$ cat src/rtl/decode_64b_66b.sv
// Receive-side 64b/66b decoder: sync-header block lock with gearbox bitslip, and block to XGMII rxd/rxc.
// Optional DECODE_SEQ_CHECK_EN adds start/data/terminate frame sequencing checks.

module decode_66b_term_lane #(
  parameter int LANE  = 0,
  parameter int VEC_W = 8
) (
  input  logic [2:0]       k_i,
  input  logic [VEC_W-1:0] byte_i,
  output logic [VEC_W-1:0] rxd_o,
  output logic             rxc_o,
  output logic             rsvd_bad_o
);
  // byte_i is payload byte LANE+1: data for lanes below k, a must-be-zero byte otherwise
  always_comb begin
    rxd_o      = byte_i;
    rxc_o      = 1'b0;
    rsvd_bad_o = 1'b0;
    if (3'(LANE) >= k_i) begin
      rxd_o      = (3'(LANE) == k_i) ? VEC_W'(8'hFD) : VEC_W'(8'h07);
      rxc_o      = 1'b1;
      rsvd_bad_o = |byte_i;
    end
  end
endmodule

module decode_64b_66b #(
  parameter int SH_CNT_MAX   = 64,
  parameter int SH_INVLD_MAX = 16,
  parameter int SLIP_WAIT    = 32
) (
  input  logic        clk_i,
  input  logic        rst_i,
  input  logic [63:0] decode_data_i,
  input  logic [1:0]  decode_head_i,
  input  logic        decode_data_vld_i,
  output logic [63:0] xgmii_rxd_o,
  output logic [7:0]  xgmii_rxc_o,
  output logic        xgmii_rxd_vld_o,
  output logic        decode_error_o,
  output logic        block_lock_o,
  output logic        slip_o
);
  localparam int NUM_LANES = 8;
  localparam int VEC_W     = 8;
  localparam int CW        = $clog2(SH_CNT_MAX + 1);
  localparam int IW        = $clog2(SH_INVLD_MAX + 1);
  localparam int SW        = $clog2(SLIP_WAIT + 1);

  localparam logic [63:0] IDLE_COL = 64'h0707070707070707;
  localparam logic [63:0] LF_COL   = 64'h0100009C0100009C;
  localparam logic [63:0] ERR_COL  = 64'hFEFEFEFEFEFEFEFE;

  typedef enum logic [2:0] {LOCK_INIT, TEST_SH, LOCKED, SLIP, SLIP_SETTLE} lock_state_e;

  typedef struct packed {
    logic [63:0] rxd;
    logic [7:0]  rxc;
    logic        bad;
  } dec_t;

  lock_state_e state, state_n;
  logic [CW-1:0] sh_cnt, sh_cnt_n, sh_base, sh_inc;
  logic [IW-1:0] invld_cnt, invld_cnt_n, invld_inc;
  logic [SW-1:0] slip_cnt, slip_cnt_n;
  logic          lock_n, hdr_ok;

  assign hdr_ok    = decode_head_i[1] ^ decode_head_i[0];
  assign sh_base   = (state == LOCK_INIT) ? '0 : sh_cnt;
  assign sh_inc    = sh_base + CW'(1);
  assign invld_inc = invld_cnt + IW'(!hdr_ok);

  always_ff @(posedge clk_i or negedge rst_i) begin
    if (!rst_i) begin
      state        <= LOCK_INIT;
      sh_cnt       <= '0;
      invld_cnt    <= '0;
      slip_cnt     <= '0;
      block_lock_o <= 1'b0;
      slip_o       <= 1'b0;
    end else begin
      state        <= state_n;
      sh_cnt       <= sh_cnt_n;
      invld_cnt    <= invld_cnt_n;
      slip_cnt     <= slip_cnt_n;
      block_lock_o <= lock_n;
      slip_o       <= (state_n == SLIP);
    end
  end

  always_comb begin
    state_n     = state;
    sh_cnt_n    = sh_cnt;
    invld_cnt_n = invld_cnt;
    slip_cnt_n  = slip_cnt;
    lock_n      = block_lock_o;
    case (state)
      LOCK_INIT, TEST_SH: if (decode_data_vld_i) begin
        invld_cnt_n = '0;
        if (!hdr_ok) begin
          state_n  = SLIP;
          sh_cnt_n = '0;
        end else if (sh_inc == CW'(SH_CNT_MAX)) begin
          state_n  = LOCKED;
          lock_n   = 1'b1;
          sh_cnt_n = '0;
        end else begin
          state_n  = TEST_SH;
          sh_cnt_n = sh_inc;
        end
      end
      LOCKED: if (decode_data_vld_i) begin
        // lock loss is tested first so it wins over a coincident window end
        if (invld_inc == IW'(SH_INVLD_MAX)) begin
          state_n     = SLIP;
          lock_n      = 1'b0;
          sh_cnt_n    = '0;
          invld_cnt_n = '0;
        end else if (sh_inc == CW'(SH_CNT_MAX)) begin
          sh_cnt_n    = '0;
          invld_cnt_n = '0;
        end else begin
          sh_cnt_n    = sh_inc;
          invld_cnt_n = invld_inc;
        end
      end
      // a block arriving during the slip pulse already counts toward settling
      SLIP: begin
        state_n    = SLIP_SETTLE;
        slip_cnt_n = SW'(decode_data_vld_i);
      end
      SLIP_SETTLE: if (decode_data_vld_i) begin
        if (slip_cnt + SW'(1) == SW'(SLIP_WAIT)) begin
          state_n     = LOCK_INIT;
          slip_cnt_n  = '0;
          sh_cnt_n    = '0;
          invld_cnt_n = '0;
        end else begin
          slip_cnt_n = slip_cnt + SW'(1);
        end
      end
      default: state_n = LOCK_INIT;
    endcase
  end

  logic [7:0]  blk_type;
  logic        is_term;
  logic [2:0]  term_k;
  logic [71:0] pay_ext;
  logic [NUM_LANES-1:0][VEC_W-1:0] term_rxd;
  logic [NUM_LANES-1:0]            term_rxc, term_rsvd;

  assign blk_type = decode_data_i[7:0];
  assign pay_ext  = {8'h00, decode_data_i};

  always_comb begin
    is_term = 1'b1;
    term_k  = 3'd0;
    case (blk_type)
      8'h87: term_k = 3'd0;
      8'h99: term_k = 3'd1;
      8'hAA: term_k = 3'd2;
      8'hB4: term_k = 3'd3;
      8'hCC: term_k = 3'd4;
      8'hD2: term_k = 3'd5;
      8'hE1: term_k = 3'd6;
      8'hFF: term_k = 3'd7;
      default: is_term = 1'b0;
    endcase
  end

  for (genvar g = 0; g < NUM_LANES; g++) begin : g_lane
    decode_66b_term_lane #(.LANE(g), .VEC_W(VEC_W)) u_lane (
      .k_i        (term_k),
      .byte_i     (pay_ext[VEC_W*(g+1) +: VEC_W]),
      .rxd_o      (term_rxd[g]),
      .rxc_o      (term_rxc[g]),
      .rsvd_bad_o (term_rsvd[g])
    );
  end

  dec_t dec, dec_out;
  logic seq_bad;

  always_comb begin
    dec.rxd = ERR_COL;
    dec.rxc = 8'hff;
    dec.bad = 1'b1;
    if (decode_head_i == 2'b10) begin
      dec.rxd = decode_data_i;
      dec.rxc = 8'h00;
      dec.bad = 1'b0;
    end else if (decode_head_i == 2'b01) begin
      case (blk_type)
        8'h1E: if (decode_data_i[63:8] == '0) begin
          dec.rxd = IDLE_COL;
          dec.bad = 1'b0;
        end
        8'h78: begin
          dec.rxd = {decode_data_i[63:8], 8'hFB};
          dec.rxc = 8'h01;
          dec.bad = 1'b0;
        end
        8'h33: begin
          dec.rxd = {decode_data_i[63:40], 8'hFB, 32'h07070707};
          dec.rxc = 8'h1f;
          dec.bad = 1'b0;
        end
        default: if (is_term && !(|term_rsvd)) begin
          dec.rxd = term_rxd;
          dec.rxc = term_rxc;
          dec.bad = 1'b0;
        end
      endcase
    end
  end

`ifdef DECODE_SEQ_CHECK_EN
  logic in_frame, blk_start, blk_term, blk_data;

  assign blk_data  = (decode_head_i == 2'b10);
  assign blk_start = (decode_head_i == 2'b01) && (blk_type == 8'h78 || blk_type == 8'h33);
  assign blk_term  = (decode_head_i == 2'b01) && is_term;
  assign seq_bad   = !dec.bad && ((blk_start && in_frame) || ((blk_data || blk_term) && !in_frame));

  always_ff @(posedge clk_i or negedge rst_i) begin
    if (!rst_i)                      in_frame <= 1'b0;
    else if (!block_lock_o || !lock_n) in_frame <= 1'b0;
    else if (decode_data_vld_i) begin
      if (dec_out.bad)    in_frame <= 1'b0;
      else if (blk_start) in_frame <= 1'b1;
      else if (blk_term)  in_frame <= 1'b0;
    end
  end
`else
  assign seq_bad = 1'b0;
`endif

  always_comb begin
    dec_out = dec;
    if (seq_bad) begin
      dec_out.rxd = ERR_COL;
      dec_out.rxc = 8'hff;
      dec_out.bad = 1'b1;
    end
  end

  // lock is sampled before this block's own lock update, so the locking block still shows fault
  always_ff @(posedge clk_i or negedge rst_i) begin
    if (!rst_i) begin
      xgmii_rxd_o     <= IDLE_COL;
      xgmii_rxc_o     <= 8'hff;
      xgmii_rxd_vld_o <= 1'b0;
      decode_error_o  <= 1'b0;
    end else begin
      xgmii_rxd_vld_o <= decode_data_vld_i;
      decode_error_o  <= 1'b0;
      if (decode_data_vld_i) begin
        if (block_lock_o) begin
          xgmii_rxd_o    <= dec_out.rxd;
          xgmii_rxc_o    <= dec_out.rxc;
          decode_error_o <= dec_out.bad;
        end else begin
          xgmii_rxd_o <= LF_COL;
          xgmii_rxc_o <= 8'h11;
        end
      end
    end
  end
endmodule

$ cat config.mk
export PLATFORM = sky130hd
export DESIGN_NAME = decode_64b_66b
export DESIGN_NICKNAME = d
export VERILOG_FILES = /design/src/rtl/decode_64b_66b.sv
export SDC_FILE = /design/constraint.sdc
export NUM_CORES = 1
export LEC_CHECK = 0
export CAP_MARGIN = 25
export CORE_MARGIN = 4
export CORE_UTILIZATION = 35
export DETAILED_ROUTE_END_ITERATION = 7
export GPL_TIMING_DRIVEN = 0
export PLACE_DENSITY = 0.62
export SYNTH_ARGS = -nofsm -noshare
export SYNTH_HDL_FRONTEND = slang
export SYNTH_SLANG_ARGS = --single-unit
$ cat constraint.sdc
create_clock -name clk_i -period 4.8 [get_ports clk_i]
set_input_delay 0.48 -clock clk_i [delete_from_list [all_inputs] [get_ports clk_i]]
set_output_delay 0.48 -clock clk_i [all_outputs]
set_load 0.05 [all_outputs]
# After elaboration in Yosys (flattened, before gate mapping)
# Cells that the tools add are included.
dict set report totals {
  in_bits 69
  register_bits 97
  output_inout_bits 76
}
dict set report op_classes {
  n_eq_ne 35
  bitwise 1
  mux 78
  order_cmp 8
  add_sub_neg 3
  reduce_logical 23
}
# op count
set op_table {}
lappend op_table {{two-way mux 73 bit} 3}
lappend op_table {{case mux 64 bit (3 select lines)} 1}
lappend op_table {{two-way mux 8 bit} 17}
lappend op_table {{two-way mux 64 bit} 2}
lappend op_table {{equality test 8 bit (second input constant)} 8}
lappend op_table {{OR reduction 8 bit} 8}
lappend op_table {{zero test 56 bit} 1}
lappend op_table {{two-way mux 7 bit} 8}
lappend op_table {{two-way mux 5 bit} 6}
lappend op_table {{two-way mux 1 bit} 24}
lappend op_table {{case mux 8 bit (3 select lines)} 1}
lappend op_table {{case mux 3 bit (7 select lines)} 1}
lappend op_table {{case mux 7 bit (3 select lines)} 1}
lappend op_table {{two-way mux 3 bit} 5}
lappend op_table {{case mux 5 bit (3 select lines)} 1}
lappend op_table {{!= test 2 bit (second input constant)} 7}
lappend op_table {{equality test 3 bit (first input constant)} 4}
lappend op_table {{>= comparator 3 bit (first input constant)} 4}
lappend op_table {{two-way mux 6 bit} 2}
lappend op_table {{case mux 3 bit (4 select lines)} 1}
lappend op_table {{case mux 6 bit (2 select lines)} 1}
lappend op_table {{equality test 3 x 2 -> 1 bit (second input constant)} 3}
lappend op_table {{equality test 8 x 5 -> 1 bit (second input constant)} 1}
lappend op_table {{equality test 8 x 6 -> 1 bit (second input constant)} 1}
lappend op_table {{28 further kinds} 37}

# Longest topological paths before layout
dict set report logic_depth {
  word_depth 13
  depth_mapped 11
}

# Modules after synthesis
# From an unflattened synthesis, not the netlist that was laid out.
dict set report unflattened {
  cells_unflattened 850
  hier_area_um2 7166.9
}
# mod cells_per_inst area_each_um2 seq_area_each_um2 n_inst
set by_module_without_submodules {}
lappend by_module_without_submodules {decode_64b_66b 722 6323.6 2467.4 1}
lappend by_module_without_submodules {{decode_66b_term_lane (g_lane[5].u_lane)} 20 150.1 0.0 1}
lappend by_module_without_submodules {{decode_66b_term_lane (g_lane[1].u_lane)} 16 111.4 0.0 1}
lappend by_module_without_submodules {{decode_66b_term_lane (g_lane[3].u_lane)} 19 110.1 0.0 1}
lappend by_module_without_submodules {{decode_66b_term_lane (g_lane[2].u_lane)} 16 108.9 0.0 1}
lappend by_module_without_submodules {{decode_66b_term_lane (g_lane[6].u_lane)} 18 102.6 0.0 1}
lappend by_module_without_submodules {{decode_66b_term_lane (g_lane[4].u_lane)} 14 91.3 0.0 1}
lappend by_module_without_submodules {{decode_66b_term_lane (g_lane[0].u_lane)} 12 86.3 0.0 1}
lappend by_module_without_submodules {{decode_66b_term_lane (g_lane[7].u_lane)} 13 82.6 0.0 1}

# Least setup slack after synthesis
# OpenSTA, ideal clock, no wires.
dict set report synth_path {
  path_kind {input to register}
  startpoint {in decode_head_i[0]}
  endpoint {reg sh_cnt[3]}
  t_required_ps 4667
  arrival_ps 2677
  setup_time_ps 133
  setup_slack_ps 1989
  cell_stages 11
  cell_sequence {inv_1 ha_1 ha_1 ha_1 nand3_1 or2_2 a2111oi_4 o22a_1 a21oi_1 o21ai_0 o41ai_1}
}
dict set report synth_between {
  elab_chain_cells 7
}
# element line_no
set synth_lines {}
lappend synth_lines {{start, declared} 35} ;# input logic [1:0] decode_head_i,
lappend synth_lines {{XOR 1 bit (*)} 68} ;# assign hdr_ok = decode_head_i[1] ^ decode_head_i[0];
lappend synth_lines {{zero test 1 bit} --}
lappend synth_lines {{adder 5 x 1 -> 5 bit} 71} ;# assign invld_inc = invld_cnt + IW'(!hdr_ok);
lappend synth_lines {{equality test 5 bit} 114} ;# if (invld_inc == IW'(SH_INVLD_MAX)) begin
lappend synth_lines {{two-way mux 7 bit} 114}
lappend synth_lines {{two-way mux 7 bit} 112} ;# LOCKED: if (decode_data_vld_i) begin
lappend synth_lines {{case mux 7 bit (3 select lines) (*)} 97} ;# case (state)
lappend synth_lines {{end signal, assigned} 83} ;# sh_cnt <= sh_cnt_n;
lappend synth_lines {{end, declared} 63} ;# logic [CW-1:0] sh_cnt, sh_cnt_n, sh_base, sh_inc;
# Mark *: on every way between the ends. The rest lies on a longest branch, timed or not. The select of a mux whose other input is x is not followed.
# A chain may end at the register's enable or synchronous reset.

# Final worst setup path
dict set report layout_path {
  startpoint {in decode_data_i[48]}
  endpoint {reg xgmii_rxd_o[38]}
}
dict set report layout_between {
  elab_chain_cells 10
}
# element line_no
set layout_lines {}
lappend layout_lines {{start, declared} 34} ;# input logic [63:0] decode_data_i,
lappend layout_lines {{OR reduction 8 bit} 22} ;# rsvd_bad_o = |byte_i;
lappend layout_lines {{two-way mux 1 bit} 19} ;# if (3'(LANE) >= k_i) begin
lappend layout_lines {{OR reduction 7 bit} 209} ;# default: if (is_term && !(|term_rsvd)) begin
lappend layout_lines {{zero test 1 bit} 209}
lappend layout_lines {{logical AND 1 bit} 209}
lappend layout_lines {{two-way mux 73 bit} 209}
lappend layout_lines {{case mux 64 bit (3 select lines) (*)} 194} ;# case (blk_type)
lappend layout_lines {{two-way mux 73 bit (*)} 193} ;# end else if (decode_head_i == 2'b01) begin
lappend layout_lines {{two-way mux 73 bit (*)} 189} ;# if (decode_head_i == 2'b10) begin
lappend layout_lines {{two-way mux 64 bit (*)} 259} ;# if (block_lock_o) begin
lappend layout_lines {{end signal, assigned} 260} ;# xgmii_rxd_o <= dec_out.rxd;
lappend layout_lines {{end, declared} 37} ;# output logic [63:0] xgmii_rxd_o,
# Mark *: on every way between the ends. The rest lies on a longest branch, timed or not.

==> out/results.txt <==
most frequent cells in the layout: clkdlybuf4s50_1, o21ai_0, nand2_1
critical path's top delay family: simple AND/OR/NAND/NOR gates
TritonCTS Buffers: 9
Routability Congestion: 0.935
drt pass-1 iters: 6
RSZ-0062 raised after global routing: no
Post-Syn Instances: 699
Routed WL: 24300 um
Post-synth ARST share: 100%
most common cell after layout, fill and taps aside: clkdlybuf4s50_1
Yosys reg bits: 97
Arrival @ worst endpoint: 3.58 ns
CP bufs+invs: 2
skew final: 0.0155 ns
Cell Chain, Critical Path: clkdlybuf4s50_1, nor4_1, nand4_1, nor4_1, o21ai_1, clkbuf_1, nor2_1, a32oi_1
Worst-path clk slew: 0.07 ns
top_reg_cell synth: dfrtp_1
WL/cell: 22.4 um
Peak VDD IR: 0.165 mV
Post-synth EDFFs: 0
Required @ worst endpoint: 5.00 ns
Die Y: 140 um
relative slew slack: 54.0%
Total Power: 0.00222 W
number of port buffers: 143
CP Capture Type: flip-flop
share of cells above drive strength 1: 9.08%
Bufs on Longest Clock Path: 2
final hold slack: 0.0987 ns
Ant. Diodes: 0
Max Fanout on Critical Path: 10
Initial Utilization: 35.6%
vias in the first global route: 6527
CTS tree: built
crit-path max cell delay: 0.63 ns
Seq/Total Area, Yosys: 40.2%
Post-CTS Setup Repair Bufs: 0
final hold violations: 0
Max Fclk: 296 MHz
Syn Area/Cell: 8.77 um2
die area: 19700 um2
DP HPWL: 18400 um
Worst Hold Class: in -> async
Ports: 145
Die X: 140 um
CTS Root Cell: clkbuf_16
Core Area: 17200 um2
Slowest-stage cell, CP: nor4_1
htree depth: 3
Post-layout nets: 930
GR Overflow Total: 0
Pleak: 3.08 nW
# DRC: 0
Most Frequent Cell on Critical Path: nor4_1
antenna violations before repair: 0
All-Layer GR Usage: 24.0%
placed inst area: 7870 um2
Syn Nets: 775
startpoint types: input port
Final Slew Violations: 0
fin crit share: 70.4%
largest net degree at the start of global routing: 59
yosys warns: 0
Vias: 6610
min Tclk post-route: 3.38 ns
final worst slack: 1.42 ns
Setup violations, final: 0
DR vias/cell: 6.10
pre-CTS setup slack: 1.12 ns
status: complete, no violations
fin area: 8200 um2
PwrDens: 271 nW/um2
worst-skew pair later-pin latency: 0.37 ns
initial drt markers: 583
Clock Sinks: 97
max cap viols: 0
Slew @ Worst Pin: 0.684 ns
cts hold-fix bufs: 0
synth unique cells: 79
# rows: 48
Detail Route Antenna Nets: 0
CTS resizes: 0
first-pass GRT wire length: 37400 um
kind of critical path: in -> reg
Layout area overhead: 33.7%
Mapped Area: 6130 um2
[logic make-up after synthesis]
logic type               after synthesis  share of synthesized area (%)
AO/OA/AOI/OAI                        291                           33.9
AND/OR/NAND/NOR                      227                           19.2
flip-flops                            97                           40.2
buffers and inverters                 75                           4.94
adder cells (fa/ha/maj)                7                           1.43
XOR/XNOR                               2                          0.286
[synth_stat cells (all sizes together) (8+ instances only)]
cell type / instances / area (um2)
o21ai: 69 / 345
nand2: 68 / 258
dfrtp: 65 / 1630
nor2: 51 / 191
a21oi: 43 / 234
clkbuf: 43 / 163
dfstp: 32 / 841
inv: 22 / 82.6
nor4: 17 / 106
a221o: 15 / 150
a31oi: 15 / 93.8
o2bb2ai: 14 / 123
nand3: 13 / 65.1
o21a: 13 / 98.9
o22ai: 13 / 81.3
a2111oi: 12 / 124
nor3: 12 / 60.1
nor2b: 11 / 68.8
o31ai: 11 / 82.6
o221ai: 10 / 87.6
buf: 9 / 53.8
a32oi: 8 / 70.1
nand4: 8 / 50.1
o22a: 8 / 70.1
[registers in the layout, indices dropped and copies added (netlist names), 3 cells and up]
register     count
invld_cnt        5
sh_cnt           7
slip_cnt         6
state            3
xgmii_rxc_o      8
xgmii_rxd_o     64
[area by class of cell]
| class | instances | area [um2] |
|---|---|---|
| plain buffers | 52 | 216 |
| clock buffers | 11 | 243 |
| clock inverters | 5 | 86.3 |
| fillers | 1707 | 9040 |
| inverters | 23 | 86.3 |
| multi-input cells | 527 | 3360 |
| flip-flops and latches | 97 | 2470 |
| well taps | 225 | 282 |
| repair buffers | 144 | 1460 |
[through the flow]
stage          std cells  setup TNS [ns]  utilization (%)
2_1_floorplan        699               0                -
3_3_place_gp        1067          -36.86             45.5
3_5_place_dp        1068               0             45.7
4_1_cts             1084               0             47.6
5_1_grt             1084               0             47.6
6_report            1084               0             47.6
[final timing paths]
check | startpoint | to | slack (ns) | depth (start not counted)
min | rst_i | xgmii_rxd_o[55] | 0.1 | 1
max | decode_data_i[48] | xgmii_rxd_o[38] | 1.42 | 8
max in group asynchronous | rst_i | xgmii_rxd_o[8] | 3.95 | 2
max reg2reg | state[0] | state[0] | 1.54 | 11
min in group clk_i | xgmii_rxc_o[6] | xgmii_rxc_o[6] | 0.48 | 2
min reg2reg | xgmii_rxc_o[6] | xgmii_rxc_o[6] | 0.48 | 2
[metal layers]
metal	share of wire, %	wire length, um	global-route usage [%]
met5	0	0	0
met1	43	10400	32.8
met3	8.5	2070	5.16
met2	45	11000	37.1
met4	3.2	787	9.54
[power breakdown]
group | leakage, nW | internal (W) | switching (W)
logic | 1.72 | 0.000185 | 0.000338
clock network | 0.160 | 0.000475 | 0.000341
registers | 1.20 | 0.000855 | 0.0000272
Power figures use the tool's default switching activity.
